$ cat src/rtl/dcache_pkg.sv
// Shared types and helpers for the direct-mapped write-through data cache.
package dcache_pkg;

   typedef enum logic [1:0] {
      IDLE  = 2'd0,
      FILL  = 2'd1,
      WRITE = 2'd2,
      DONE  = 2'd3
   } state_t;

   localparam logic [2:0] F3_LW  = 3'b010;
   localparam logic [2:0] F3_LBU = 3'b100;
   localparam logic [2:0] F3_SB  = 3'b000;

   localparam int unsigned BYTES = 4;

   typedef struct packed {
      logic [BYTES-1:0] be;
      logic [31:0]      data;
   } store_lane_t;

   // Byte enables and lane-shifted data for a store; non-SB sizes act as a full word.
   function automatic store_lane_t store_lane(input logic [2:0]  f3,
                                              input logic [1:0]  off,
                                              input logic [31:0] wdata);
      store_lane_t r;
      if (f3 == F3_SB) begin
         r.be   = 4'b0001 << off;
         r.data = {24'h0, wdata[7:0]} << {off, 3'b000};
      end else begin
         r.be   = 4'hF;
         r.data = wdata;
      end
      return r;
   endfunction

endpackage

$ cat src/rtl/dcache_store.sv
// Valid/tag/data arrays: combinational read, byte-enabled synchronous write, valid clear on rst.
module dcache_store
   import dcache_pkg::*;
#(
   parameter int unsigned SETS       = 8,
   parameter int unsigned TAG_W      = 27,
   parameter int unsigned DATA_WIDTH = 32
) (
   input  logic                     clk,
   input  logic                     rst,
   input  logic [$clog2(SETS)-1:0]  idx_i,
   output logic                     valid_o,
   output logic [TAG_W-1:0]         tag_o,
   output logic [DATA_WIDTH-1:0]    data_o,
   input  logic                     we_i,
   input  logic [TAG_W-1:0]         tag_i,
   input  logic [DATA_WIDTH-1:0]    data_i,
   input  logic [BYTES-1:0]         be_i
);

   logic [SETS-1:0]       valid_q;
   logic [TAG_W-1:0]      tag_q  [SETS];
   logic [DATA_WIDTH-1:0] data_q [SETS];

   assign valid_o = valid_q[idx_i];
   assign tag_o   = tag_q[idx_i];
   assign data_o  = data_q[idx_i];

   always_ff @(posedge clk) begin
      if (rst) begin
         valid_q <= '0;
      end else if (we_i) begin
         valid_q[idx_i] <= 1'b1;
      end
   end

   // Reset suppresses any line update that coincides with it.
   always_ff @(posedge clk) begin
      if (we_i && !rst) begin
         tag_q[idx_i] <= tag_i;
         for (int b = 0; b < int'(BYTES); b++) begin
            if (be_i[b]) begin
               data_q[idx_i][8*b +: 8] <= data_i[8*b +: 8];
            end
         end
      end
   end

endmodule

$ cat src/rtl/dcache.sv
// Direct-mapped, write-through, no-write-allocate data cache in front of the data RAM.
// Define DCACHE_STATS_EN to build the hit/miss counters; otherwise they read as zero.
module dcache
   import dcache_pkg::*;
#(
   parameter int unsigned DATA_WIDTH = 32,
   parameter int unsigned ADDR_WIDTH = 32,
   parameter int unsigned SETS       = 8
) (
   input  logic                  clk,
   input  logic                  rst,
   input  logic                  MemReadM,
   input  logic                  MemWriteM,
   input  logic [2:0]            Func3M,
   input  logic [ADDR_WIDTH-1:0] AddrM,
   input  logic [DATA_WIDTH-1:0] WriteDataM,
   output logic [DATA_WIDTH-1:0] ReadDataM,
   output logic                  StallM,
   output logic                  mem_req,
   output logic                  mem_we,
   output logic [ADDR_WIDTH-1:0] mem_addr,
   output logic [DATA_WIDTH-1:0] mem_wdata,
   output logic [3:0]            mem_be,
   input  logic [DATA_WIDTH-1:0] mem_rdata,
   input  logic                  mem_ack,
   output logic [31:0]           hit_count,
   output logic [31:0]           miss_count
);

   localparam int unsigned IW = $clog2(SETS);
   localparam int unsigned TW = ADDR_WIDTH - IW - 2;

   state_t                state_q, state_d;
   logic [ADDR_WIDTH-1:0] addr_q, addr_d;
   logic [2:0]            f3_q, f3_d;
   logic [DATA_WIDTH-1:0] wdata_q, wdata_d;
   logic [3:0]            be_q, be_d;
   logic                  req_q, we_q;

   logic [ADDR_WIDTH-1:0] lk_addr;
   logic [2:0]            lk_f3;
   logic                  line_valid, hit;
   logic [TW-1:0]         line_tag;
   logic [DATA_WIDTH-1:0] line_data;
   logic [7:0]            line_byte;
   logic                  st_we;
   logic [DATA_WIDTH-1:0] st_data;
   logic [3:0]            st_be;
   store_lane_t           lane;

   // Live request in IDLE; the latched request once a transaction has started.
   assign lk_addr = (state_q == IDLE) ? AddrM : addr_q;
   assign lk_f3   = (state_q == IDLE) ? Func3M : f3_q;
   assign hit     = line_valid && (line_tag == lk_addr[ADDR_WIDTH-1:IW+2]);

   dcache_store #(
      .SETS       (SETS),
      .TAG_W      (TW),
      .DATA_WIDTH (DATA_WIDTH)
   ) u_store (
      .clk     (clk),
      .rst     (rst),
      .idx_i   (lk_addr[IW+1:2]),
      .valid_o (line_valid),
      .tag_o   (line_tag),
      .data_o  (line_data),
      .we_i    (st_we),
      .tag_i   (addr_q[ADDR_WIDTH-1:IW+2]),
      .data_i  (st_data),
      .be_i    (st_be)
   );

   assign line_byte = line_data[{lk_addr[1:0], 3'b000} +: 8];
   assign ReadDataM = (lk_f3 == F3_LBU) ? DATA_WIDTH'(line_byte) : line_data;

   assign mem_req   = req_q;
   assign mem_we    = we_q;
   assign mem_addr  = {addr_q[ADDR_WIDTH-1:2], 2'b00};
   assign mem_wdata = wdata_q;
   assign mem_be    = be_q;

   always_comb begin
      state_d = state_q;
      addr_d  = addr_q;
      f3_d    = f3_q;
      wdata_d = wdata_q;
      be_d    = be_q;
      StallM  = 1'b0;
      st_we   = 1'b0;
      st_data = mem_rdata;
      st_be   = 4'hF;
      lane    = store_lane(Func3M, AddrM[1:0], WriteDataM);
      case (state_q)
         IDLE: begin
            if (MemWriteM) begin
               StallM  = 1'b1;
               state_d = WRITE;
               addr_d  = AddrM;
               f3_d    = Func3M;
               wdata_d = lane.data;
               be_d    = lane.be;
            end else if (MemReadM && !hit) begin
               StallM  = 1'b1;
               state_d = FILL;
               addr_d  = AddrM;
               f3_d    = Func3M;
               wdata_d = '0;
               be_d    = 4'hF;
            end
         end
         FILL: begin
            StallM = 1'b1;
            if (mem_ack) begin
               st_we   = 1'b1;
               state_d = DONE;
            end
         end
         WRITE: begin
            StallM = 1'b1;
            if (mem_ack) begin
               st_we   = hit;
               st_data = wdata_q;
               st_be   = be_q;
               state_d = DONE;
            end
         end
         DONE:    state_d = IDLE;
         default: state_d = IDLE;
      endcase
   end

   always_ff @(posedge clk) begin
      if (rst) begin
         state_q <= IDLE;
         addr_q  <= '0;
         f3_q    <= F3_LW;
         wdata_q <= '0;
         be_q    <= '0;
         req_q   <= 1'b0;
         we_q    <= 1'b0;
      end else begin
         state_q <= state_d;
         addr_q  <= addr_d;
         f3_q    <= f3_d;
         wdata_q <= wdata_d;
         be_q    <= be_d;
         req_q   <= (state_d == FILL) || (state_d == WRITE);
         we_q    <= (state_d == WRITE);
      end
   end

`ifdef DCACHE_STATS_EN
   logic [31:0] hit_q, miss_q;

   always_ff @(posedge clk) begin
      if (rst) begin
         hit_q  <= '0;
         miss_q <= '0;
      end else begin
         if ((state_q == IDLE) && MemReadM && !MemWriteM && hit) begin
            hit_q <= hit_q + 32'd1;
         end
         if ((state_q == IDLE) && (state_d == FILL)) begin
            miss_q <= miss_q + 32'd1;
         end
      end
   end

   assign hit_count  = hit_q;
   assign miss_count = miss_q;
`else
   assign hit_count  = '0;
   assign miss_count = '0;
`endif

endmodule
$ cat config.mk
export PLATFORM = sky130hd
export DESIGN_NAME = dcache
export DESIGN_NICKNAME = d
export VERILOG_FILES = /design/src/rtl/dcache_pkg.sv /design/src/rtl/dcache_store.sv /design/src/rtl/dcache.sv
export SDC_FILE = /design/constraint.sdc
export NUM_CORES = 1
export LEC_CHECK = 0
export ABC_AREA = 1
export ABC_CLOCK_PERIOD_IN_PS = 6700
export BUFFER_PORTS_ARGS = -buffer_cell sky130_fd_sc_hd__buf_4
export CELL_PAD_IN_SITES_DETAIL_PLACEMENT = 1
export CELL_PAD_IN_SITES_GLOBAL_PLACEMENT = 1
export CORE_MARGIN = 2
export CORE_UTILIZATION = 34
export DETAILED_ROUTE_END_ITERATION = 16
export PLACE_DENSITY_LB_ADDON = 0.1
export SYNTH_ARGS = -nofsm -noshare
export SYNTH_HDL_FRONTEND = slang
export SYNTH_SLANG_ARGS = --single-unit
export TNS_END_PERCENT = 1
$ cat constraint.sdc
create_clock -name clk -period 6.7 [get_ports clk]
set_input_delay 0.335 -clock clk [delete_from_list [all_inputs] [get_ports clk]]
set_output_delay 0.335 -clock clk [all_outputs]
set_load 0.03 [all_outputs]
==> reports/metrics.csv, run 1 <==
metric,value,unit
Power Density,345,nW/um^2
worst hold-check path type,in -> reg,
die height,269,um
"commonest non-fill, non-tap cell in the layout",nand2_1,
initial antenna violation count,1,
DRT Pass-1 Iters,5,
GRT Resource Usage Total,0.224,
startpoint class of the critical path,flip-flop,
Syn-to-layout area delta,18.5,%
final worst-path setup slack,752,ps
outcome,"complete, no violations",
met2 Track Usage GR,0.374,
worst slew pin tran,1070,ps
top post-synthesis cells by area,"edfxtp_1, nand2_1, dfxtp_1",
setup_tns,0,ps
drt drc,0,
first-pass GRT wire length,121,mm
# rows,97,
H-tree levels,3,
CTS root buffer,clkbuf_16,
Fmax,168,MHz
antenna cells,0,
clk_skew,21.9,ps
vias per inst,5.04,
ANT nets after route,0,
Max-Cap Viols,0,
Syn. warnings,0,
CTS sink cnt,555,
LEAKAGE,0.0106,uW
most frequent cells in the layout,"nand2_1, edfxtp_1, buf_4",
crit share post-route,0.888,
Post-Route WL,81.9,mm
CP Class,reg -> out,
number of global-route vias before repair,17584,
Mapped Cells,2154,
"Req. time, crit path",6360,ps
worst-case clock buffer depth,3,
Yosys cell types,40,
routability cong.,0.823,
Final Max Slew Viols,0,
Post-layout nets,2468,
flop and latch count out of synthesis,555,
RSZ-0062 raised after global routing,no,
Core Region,69800,um^2
Top Ports,271,
DR vias,16894,
Yosys top cell area share,0.593,
CTS tree,built,
Most Crowded Layer GR,met2,
Horiz. Die Dim,269,um
"Arr. time, crit path",5610,ps
post-route minimum period,5950,ps
"Clk pin slew, worst setup/hold paths",60,ps
DR WL/cell,24.4,um
initial DRC count,1052,
layout cells sized above 1,0.189,
relative slew slack,0.287,
Post-Syn Area,23900,um^2
Port Buffers,204,
worst skew pair latency,600,ps
R2R Path Start,state_q[0]$_SDFF_PP0_,
grt ovf,0,
"critical path fanouts, max",41,
syn avg cell area,11.1,um^2
asr flop ratio synth,0,
met3 Usage GRT,0.0321,
register area share after synthesis,0.662,
grt met1 use,0.305,
Final Setup Violations,0,
placed inst area,26300,um^2
CP Launch Point,state_q[0]$_SDFF_PP0_,
Setup Slack @ Placement,1010,ps
Starting Density,0.343,
post-layout instance area,28300,um^2
hold path startpoint,AddrM[21],
number of synthesized flops with an enable pin,472,
hold slack,41.1,ps
Detail Placement HPWL,55.8,mm
largest net degree at the start of global routing,67,
kind of end point of the critical path,primary output,
final hold vios,0,
Synth area leader,edfxtp_1,
Num CTS Buffers,66,
Layout Utilization,0.406,
Die ar.,72500,um^2
Main synth FF type,edfxtp_1,
VDD IR max,0.000202,V
## worst paths after layout
check | endpoint | slack, ps | cells after the start
setup / recovery | StallM | 750 | 21
hold / removal | addr_q[21]$_SDFFE_PP0P_ | 40 | 3
setup reg to reg | u_store.data_q[5][0]$_DFFE_PP_ | 1050 | 21
hold reg to reg | f3_q[1]$_SDFFE_PP1P_ | 460 | 2
## synth_stat cells (4+ instances only)
master	n
nand2_1	530
edfxtp_1	472
nand3_1	203
buf_4	127
a21oi_1	110
nor2_1	102
dfxtp_1	83
inv_1	80
a22oi_1	72
o21ai_0	71
clkbuf_1	43
nor3_1	43
buf_2	32
mux2_2	32
nand4_1	21
or2_2	19
and3_1	15
a221oi_1	14
a22o_1	13
o21ai_1	10
buf_1	9
mux2i_1	6
nand2_2	6
o211ai_1	6
ha_1	5
clkinv_1	4
o22ai_1	4
## area by class of cell
type / instances / area, um^2
clock buffer: 90 / 1820
inverter: 86 / 323
timing repair buffer: 284 / 2200
clock inverter: 28 / 196
multi-input combinational: 1366 / 6780
fill: 7597 / 41500
tap: 940 / 1180
sequential: 555 / 15800
## routing by layer
metal  part of all wire  vias to the layer above
met3              0.037                       97
met4              0.024                        0
li1                   -                     7857
met2               0.48                      390
met1               0.46                     8550
met5                  0                        -
## flip-flops by register name (all words and copies together), names as in the netlist
register	count
state_q	2
mem_be	4
u_store.valid_q	8
mem_we	1
addr_q	32
f3_q	3
mem_wdata	32
u_store.tag_q	216
mem_req	1
u_store.data_q	256
## worst max-delay path, cell delays in order (launching register included)
cell and delay [ps]:
dfxtp_1 330, inv_1 180, ha_4 380, buf_4 520
nand2_1 180, nand2_4 440, buf_12 290, nand2_1 80
nand3_1 90, nand2_1 90, nor3_1 430, nor2_1 80
nand2_1 80, nor2_1 40, nand2_1 120, nor2_1 60
nand2_1 130, nand2_2 130, nand2_4 360, nand2_4 390
a21oi_1 340, buf_4 210
## where the power goes
group | leakage [uW] | internal, uW | switching (uW)
Sequential | 0.00496 | 3860 | 96.1
Clock | 0.000996 | 1980 | 1430
Combinational | 0.00468 | 703 | 1700
## cells by family (layout without fill, tap and decap cells)
kind of cell,count (synthesis),count (layout),share of synthesized area
compound gates,309,309,0.0782
xor+xnor,1,1,0.000366
fa+ha+maj,5,5,0.00262
buf+inv,298,488,0.0687
flops,555,555,0.662
mux,38,38,0.0176
other cells,1,66,0.000157
simple gates,947,947,0.170
## repair_timing
action | in CTS | in global routing
buffers inserted | 0 | 0
hold buffers | 1 | 0
resized for setup | 0 | 0
endpoints found under the hold margin | 1 | 0
## through the flow
step,instances,total power [uW]
global route,3349,10200
detailed placement,3230,6460
global placement,3230,6450
CTS,3349,9890
floorplan,2219,5520
finish,3349,9770
Power figures use the tool's default switching activity.
==> run 2: changes to the inputs <==
Settings changed: CORE_UTILIZATION 34 to 45.
==> run 2 against run 1 <==
Effect of this change:
- global-route usage grew 5.0 points
- sequential share of layout area grew 1.0 points
- worst hold slack lost 10 ps
- clock skew shrank 9.0 ps
- clock-buffer cell count shrank 5
- wire length shrank 8.7%
- largest power group unchanged
==> reports/metrics.csv, run 2 (same netlist as run 1, synthesis figures left out) <==
metric,value,unit,change
Biggest register,u_store.data_q,,
drt drc,0,,unchanged
startpoint class of the critical path,flip-flop,,
setup_tns,0,ps,unchanged
H-tree levels,2,,-1
# Post-CTS Setup Buffers,0,,unchanged
worst slew pin tran,978,ps,-89.3 ps
hold slack,30.9,ps,-10.1 ps
CP Launch Point,state_q[0]$_SDFF_PP0_,,
"commonest non-fill, non-tap cell in the layout",nand2_1,,
worst setup path end,ReadDataM[6],,
CTS root buffer,clkbuf_16,,
worst skew pair latency,620,ps,+20 ps
CP Class,reg -> out,,
final hold vios,0,,unchanged
max incr delay on CP,710,ps,+190 ps
max FFs per register,256,,unchanged
largest net degree at the start of global routing,68,,+1.5%
Die ar.,55000,um^2,-24%
crit share post-route,0.890,,+0.00213
CTS sink cnt,555,,unchanged
first-pass GRT wire length,112,mm,-8.0%
outcome,"complete, no violations",,
Crit path top cell by count,nand2_1,,
GRT Resource Usage Total,0.274,,+0.0497
DR WL/cell,24.2,um,-0.99%
Power Density,339,nW/um^2,-1.7%
"Req. time, crit path",6360,ps,about the same
"Arr. time, crit path",5630,ps,+20 ps
Starting Density,0.455,,+0.112
worst hold-check path type,in -> reg,,
Final Setup Violations,0,,unchanged
CP max-delay cell,nor2_4,,
LEAKAGE,0.0105,uW,-1.1%
Port Buffers,204,,unchanged
most frequent cells in the layout,"nand2_1, edfxtp_1, buf_4",,
Post-layout nets,2464,,-0.16%
post-route minimum period,5960,ps,+14.3 ps
Post-Route WL,74.8,mm,-8.7%
DRT Pass-1 Iters,5,,unchanged
layout cells sized above 1,0.182,,-0.00728
antenna cells,0,,unchanged
vias per inst,5.60,,+11%
RSZ-0062 raised after global routing,no,,
"Clk pin slew, worst setup/hold paths",60,ps,about the same
"critical path fanouts, max",29,,-29%
R2R cell count,22,,+4.8%
Layout Cells excl Fill,3089,,-7.8%
Num CTS Buffers,58,,-12%
cts hold-fix bufs,13,,+12
VDD IR max,0.000193,V,-4.4%
clk_skew,12.9,ps,-8.96 ps
Max-Cap Viols,0,,unchanged
post-layout instance area,27800,um^2,-1.8%
Horiz. Die Dim,235,um,-13%
placed cells,2970,,-8.0%
number of global-route vias before repair,17811,,+1.3%
cells along the critical path,inv_1 > ha_4 > inv_2 > nand2_1 > nand2_1 > nor2_4 > nand2_1 > clkinv_1 > buf_4 > a22oi_1 > nand4_1 > inv_1 > o21ai_0 > a22o_1 > buf_4,,
RR Endpoint,u_store.data_q[0][19]$_DFFE_PP_,,
Fmax,168,MHz,-0.24%
Top Ports,271,,unchanged
initial DRC count,1206,,+15%
placed inst area,25900,um^2,-1.6%
initial antenna violation count,1,,unchanged
DR vias,17286,,+2.3%
kind of end point of the critical path,primary output,,
Syn-to-layout area delta,16.4,%,
Final Max Slew Viols,0,,unchanged
R2R Path Start,state_q[0]$_SDFF_PP0_,,
die height,235,um,-13%
Detail Placement HPWL,49.4,mm,-11%
hold path startpoint,WriteDataM[18],,
post_cts resized,0,,unchanged
CTS tree,built,,
biggest regs,"u_store.data_q: 256 flops, u_store.tag_q: 216 flops",,
grt ovf,0,,unchanged
flop2flop setup slack,1350,ps,+300 ps
relative slew slack,0.347,,+0.0596
Core Region,52600,um^2,-25%
ANT nets after route,0,,unchanged
# rows,84,,-13%
worst-case clock buffer depth,3,,unchanged
Layout Utilization,0.529,,+0.124
routability cong.,0.824,,+0.17%
## run 2: cell types whose count changed in the layout (fill, tap and decap cells not counted)
cell / previous run / this run
nand2_1: 527 / 528
clkinv_1: 13 / 12
clkinv_2: 12 / 10
clkbuf_16: 67 / 62
clkinv_4: 1 / 0
inv_6: 3 / 0
inv_1: 80 / 79
inv_4: 0 / 1
bufinv_16: 2 / 1
clkinvlp_4: 1 / 2
buf_12: 5 / 1
buf_4: 278 / 274
nand2_4: 6 / 5
dlygate4sd3_1: 1 / 13
## run 2: worst max-delay path: cells and delay by family (launching register included)
kind	cells	cell delay (ps)
AND/OR/NAND/NOR	5	1780
buffers and inverters	6	1700
AO/OA/AOI/OAI	3	800
adder cells (fa/ha/maj)	1	350
flip-flops	1	340
## run 2: cell type report
cell class              count  area (um^2)
fillers                  5627        24700
flip-flops and latches    555        15800
multi-input cells        1366         6770
repair buffers            288         2210
clock buffers              85         1700
well taps                 688          861
inverters                  86          323
clock inverters            21          128
## run 2: per-stage QoR
stage | setup WS (ps) | total power [uW]
4_1_cts | 742 | 9480
5_1_grt | 371 | 9830
3_5_place_dp | 1400 | 6360
2_1_floorplan | 2660 | 5520
3_3_place_gp | 1560 | 6300
6_report | 737 | 9430
## run 2: routing by layer
layer	global-route usage	vias to the layer above	part of all wire	routed length [um]
met4	0.0731	0	0.022	1660
li1	-	7848	-	-
met5	0	-	0	0
met2	0.432	623	0.47	34900
met1	0.390	8711	0.44	33200
met3	0.0503	104	0.066	4940
## run 2: worst min path at each step
stage	end	cells after the start
after global placement	u_store.valid_q[5]$_SDFFE_PP0P_	2
after detailed placement	f3_q[2]$_SDFFE_PP0P_	2
final	mem_wdata[18]$_SDFFE_PP0P_	3
after CTS	addr_q[13]$_SDFFE_PP0P_	3
after floorplan	u_store.valid_q[1]$_SDFFE_PP0P_	2
after global routing	addr_q[20]$_SDFFE_PP0P_	3
## run 2: where the power goes
| group | switching [uW] | internal [uW] | leakage [uW] |
|---|---|---|---|
| Clock | 1340 | 1780 | 0.000896 |
| Sequential | 104 | 3860 | 0.00496 |
| Combinational | 1660 | 691 | 0.00467 |
| Total | 3100 | 6330 | 0.0105 |
==> run 3: changes to the inputs <==
Settings changed: CORE_UTILIZATION 45 to 49, PLACE_DENSITY set to 0.87, PLACE_DENSITY_LB_ADDON 0.1 to not set, SKIP_LAST_GASP set to 1.
==> run 3 against run 2 <==
Effect of this change:
- clock-buffer cell count increased by 2
- sequential power about the same
- flip-flop and latch count stayed put
- largest cell class unchanged
- largest power group unchanged
- highest routed layer is now met5
==> reports/metrics.csv, run 3 (same netlist as run 1, synthesis figures left out) <==
metric,value,unit,change
outcome,"complete, no violations",,
DR WL/cell,28.5,um,+18%
R2R cell count,22,,unchanged
Biggest register,u_store.data_q,,
DR vias,18982,,+9.8%
DRT Pass-1 Iters,7,,+2
"Arr. time, crit path",6180,ps,+550 ps
Top Ports,271,,unchanged
# rows,80,,-4.8%
"Req. time, crit path",6360,ps,about the same
kind of end point of the critical path,primary output,,
hold depth,3,,unchanged
GRT Resource Usage Total,0.335,,+0.0609
"commonest non-fill, non-tap cell in the layout",nand2_1,,
Post-layout nets,2451,,-0.53%
CTS root buffer,clkbuf_16,,
Final Setup Violations,0,,unchanged
routability cong.,0.895,,+8.5%
biggest regs,"u_store.data_q: 256 flops, u_store.tag_q: 216 flops",,
post-route minimum period,6510,ps,+552 ps
final hold vios,0,,unchanged
vias per inst,6.32,,+13%
CTS tree,built,,
layout cells sized above 1,0.182,,+0.000417
worst slew pin tran,1280,ps,+297 ps
"critical path fanouts, max",54,,+86%
grt ovf,0,,unchanged
CTS sink cnt,555,,unchanged
worst skew pair latency,640,ps,+20 ps
post_cts resized,0,,unchanged
CP Class,reg -> out,,
ANT nets after route,0,,unchanged
relative slew slack,0.149,,-0.198
Post-Route WL,85.6,mm,+14%
Final Max Slew Viols,0,,unchanged
R2R Path Start,state_q[1]$_SDFF_PP0_,,
Die ar.,50600,um^2,-8.0%
cells along the critical path,inv_1 > ha_4 > inv_2 > nand2_1 > nand2_4 > nor2_4 > nand2_1 > inv_1 > buf_4 > a22o_1 > a221oi_1 > nand3_1 > o211ai_1 > o21ai_0 > nand2_1 > nand2_1 > buf_4,,
hold path startpoint,AddrM[17],,
final worst-path setup slack,185,ps,-552 ps
Worst Hold Path EP,addr_q[17]$_SDFFE_PP0P_,,
die height,225,um,-4.1%
max incr delay on CP,820,ps,+110 ps
Core Region,47900,um^2,-8.8%
antenna cells,0,,unchanged
LEAKAGE,0.0105,uW,about the same
H-tree levels,2,,unchanged
max FFs per register,256,,unchanged
VDD IR max,0.000231,V,+20%
setup_tns,0,ps,unchanged
RSZ-0062 raised after global routing,no,,
drt drc,0,,unchanged
Port Buffers,204,,unchanged
initial DRC count,2481,,+110%
initial antenna violation count,2,,+1
Power Density,351,nW/um^2,+3.5%
Detail Placement HPWL,53.1,mm,+7.4%
first-pass GRT wire length,126,mm,+13%
most frequent cells in the layout,"nand2_1, edfxtp_1, buf_4",,
Fmax,153,MHz,-8.5%
Crit path top cell by count,nand2_1,,
startpoint class of the critical path,flip-flop,,
clk_skew,34.1,ps,+21.2 ps
worst hold-check path type,in -> reg,,
number of global-route vias before repair,19690,,+11%
Syn-to-layout area delta,15.7,%,
flop2flop setup slack,750,ps,-600 ps
Max-Cap Viols,0,,unchanged
CP max-delay cell,inv_1,,
crit share post-route,0.972,,+0.0824
Horiz. Die Dim,225,um,-4.1%
worst-case clock buffer depth,3,,unchanged
"Clk pin slew, worst setup/hold paths",60,ps,about the same
Num CTS Buffers,57,,-1.7%
Setup Slack @ Placement,994,ps,-410 ps
RR Endpoint,u_store.data_q[0][7]$_DFFE_PP_,,
Starting Density,0.499,,+0.0437
largest net degree at the start of global routing,68,,unchanged
==> run 3: changes by cell type in the layout (fill, tap and decap cells not counted), sizes merged <==
cell | previous run | this run
buf | 275 | 272
bufinv | 1 | 3
clkbuf | 85 | 87
clkinv | 22 | 18
clkinvlp | 2 | 0
dlygate4sd3 | 13 | 4
inv | 82 | 85
==> run 3: power by group <==
part	total [uW]	switching [uW]	internal (uW)
clock network	3280	1410	1870
logic	2460	1770	684
registers	3970	109	3860
==> run 3: per-layer routing <==
metal | vias up | wire [um] | global-route usage
li1 | 7810 | - | -
met2 | 1354 | 41400 | 0.556
met4 | 2 | 3870 | 0.148
met3 | 320 | 8530 | 0.0734
met1 | 9496 | 31800 | 0.422
met5 | - | 12 | 0
==> run 3: layout make-up <==
cell class	count	area [um^2]
well taps	615	769
fillers	5026	20300
clock inverters	20	218
flip-flops and latches	555	15800
clock buffers	87	1690
multi-input cells	1366	6730
repair buffers	276	2080
inverters	86	323
==> run 3: critical path, delay by kind of cell (launching register included) <==
kind | cells | cell delay [ps]
simple gates | 7 | 1990
compound gates | 4 | 580
buf+inv | 5 | 1970
fa+ha+maj | 1 | 610
flops | 1 | 330
==> run 3: worst max path at each step <==
stage                     startpoint                        endpoint  cells after the start
2_1_floorplan  state_q[0]$_SDFF_PP0_   u_store.tag_q[0][0]$_DFFE_PP_                     21
3_3_place_gp   state_q[0]$_SDFF_PP0_                    ReadDataM[6]                     16
3_5_place_dp   state_q[1]$_SDFF_PP0_  u_store.data_q[7][4]$_DFFE_PP_                     21
4_1_cts        state_q[0]$_SDFF_PP0_                    ReadDataM[4]                     18
5_1_grt        state_q[0]$_SDFF_PP0_                    ReadDataM[7]                     17
6_report       state_q[0]$_SDFF_PP0_                    ReadDataM[3]                     17
==> run 3: per-stage QoR <==
step,utilization,area (um^2),power [uW],cells,hold WS [ps]
floorplan,-,24200,5520,2219,429
global placement,0.536,25700,6240,2894,442
detailed placement,0.536,25700,6370,2894,456
CTS,0.577,27700,9660,3005,1.99
global route,0.577,27700,9960,3005,27.7
finish,0.577,27700,9700,3005,15.1
==> run 3: repair_timing <==
item,CTS,global route
hold buffers,4,0
setup buffers,0,0
endpoints found under the hold margin,4,0
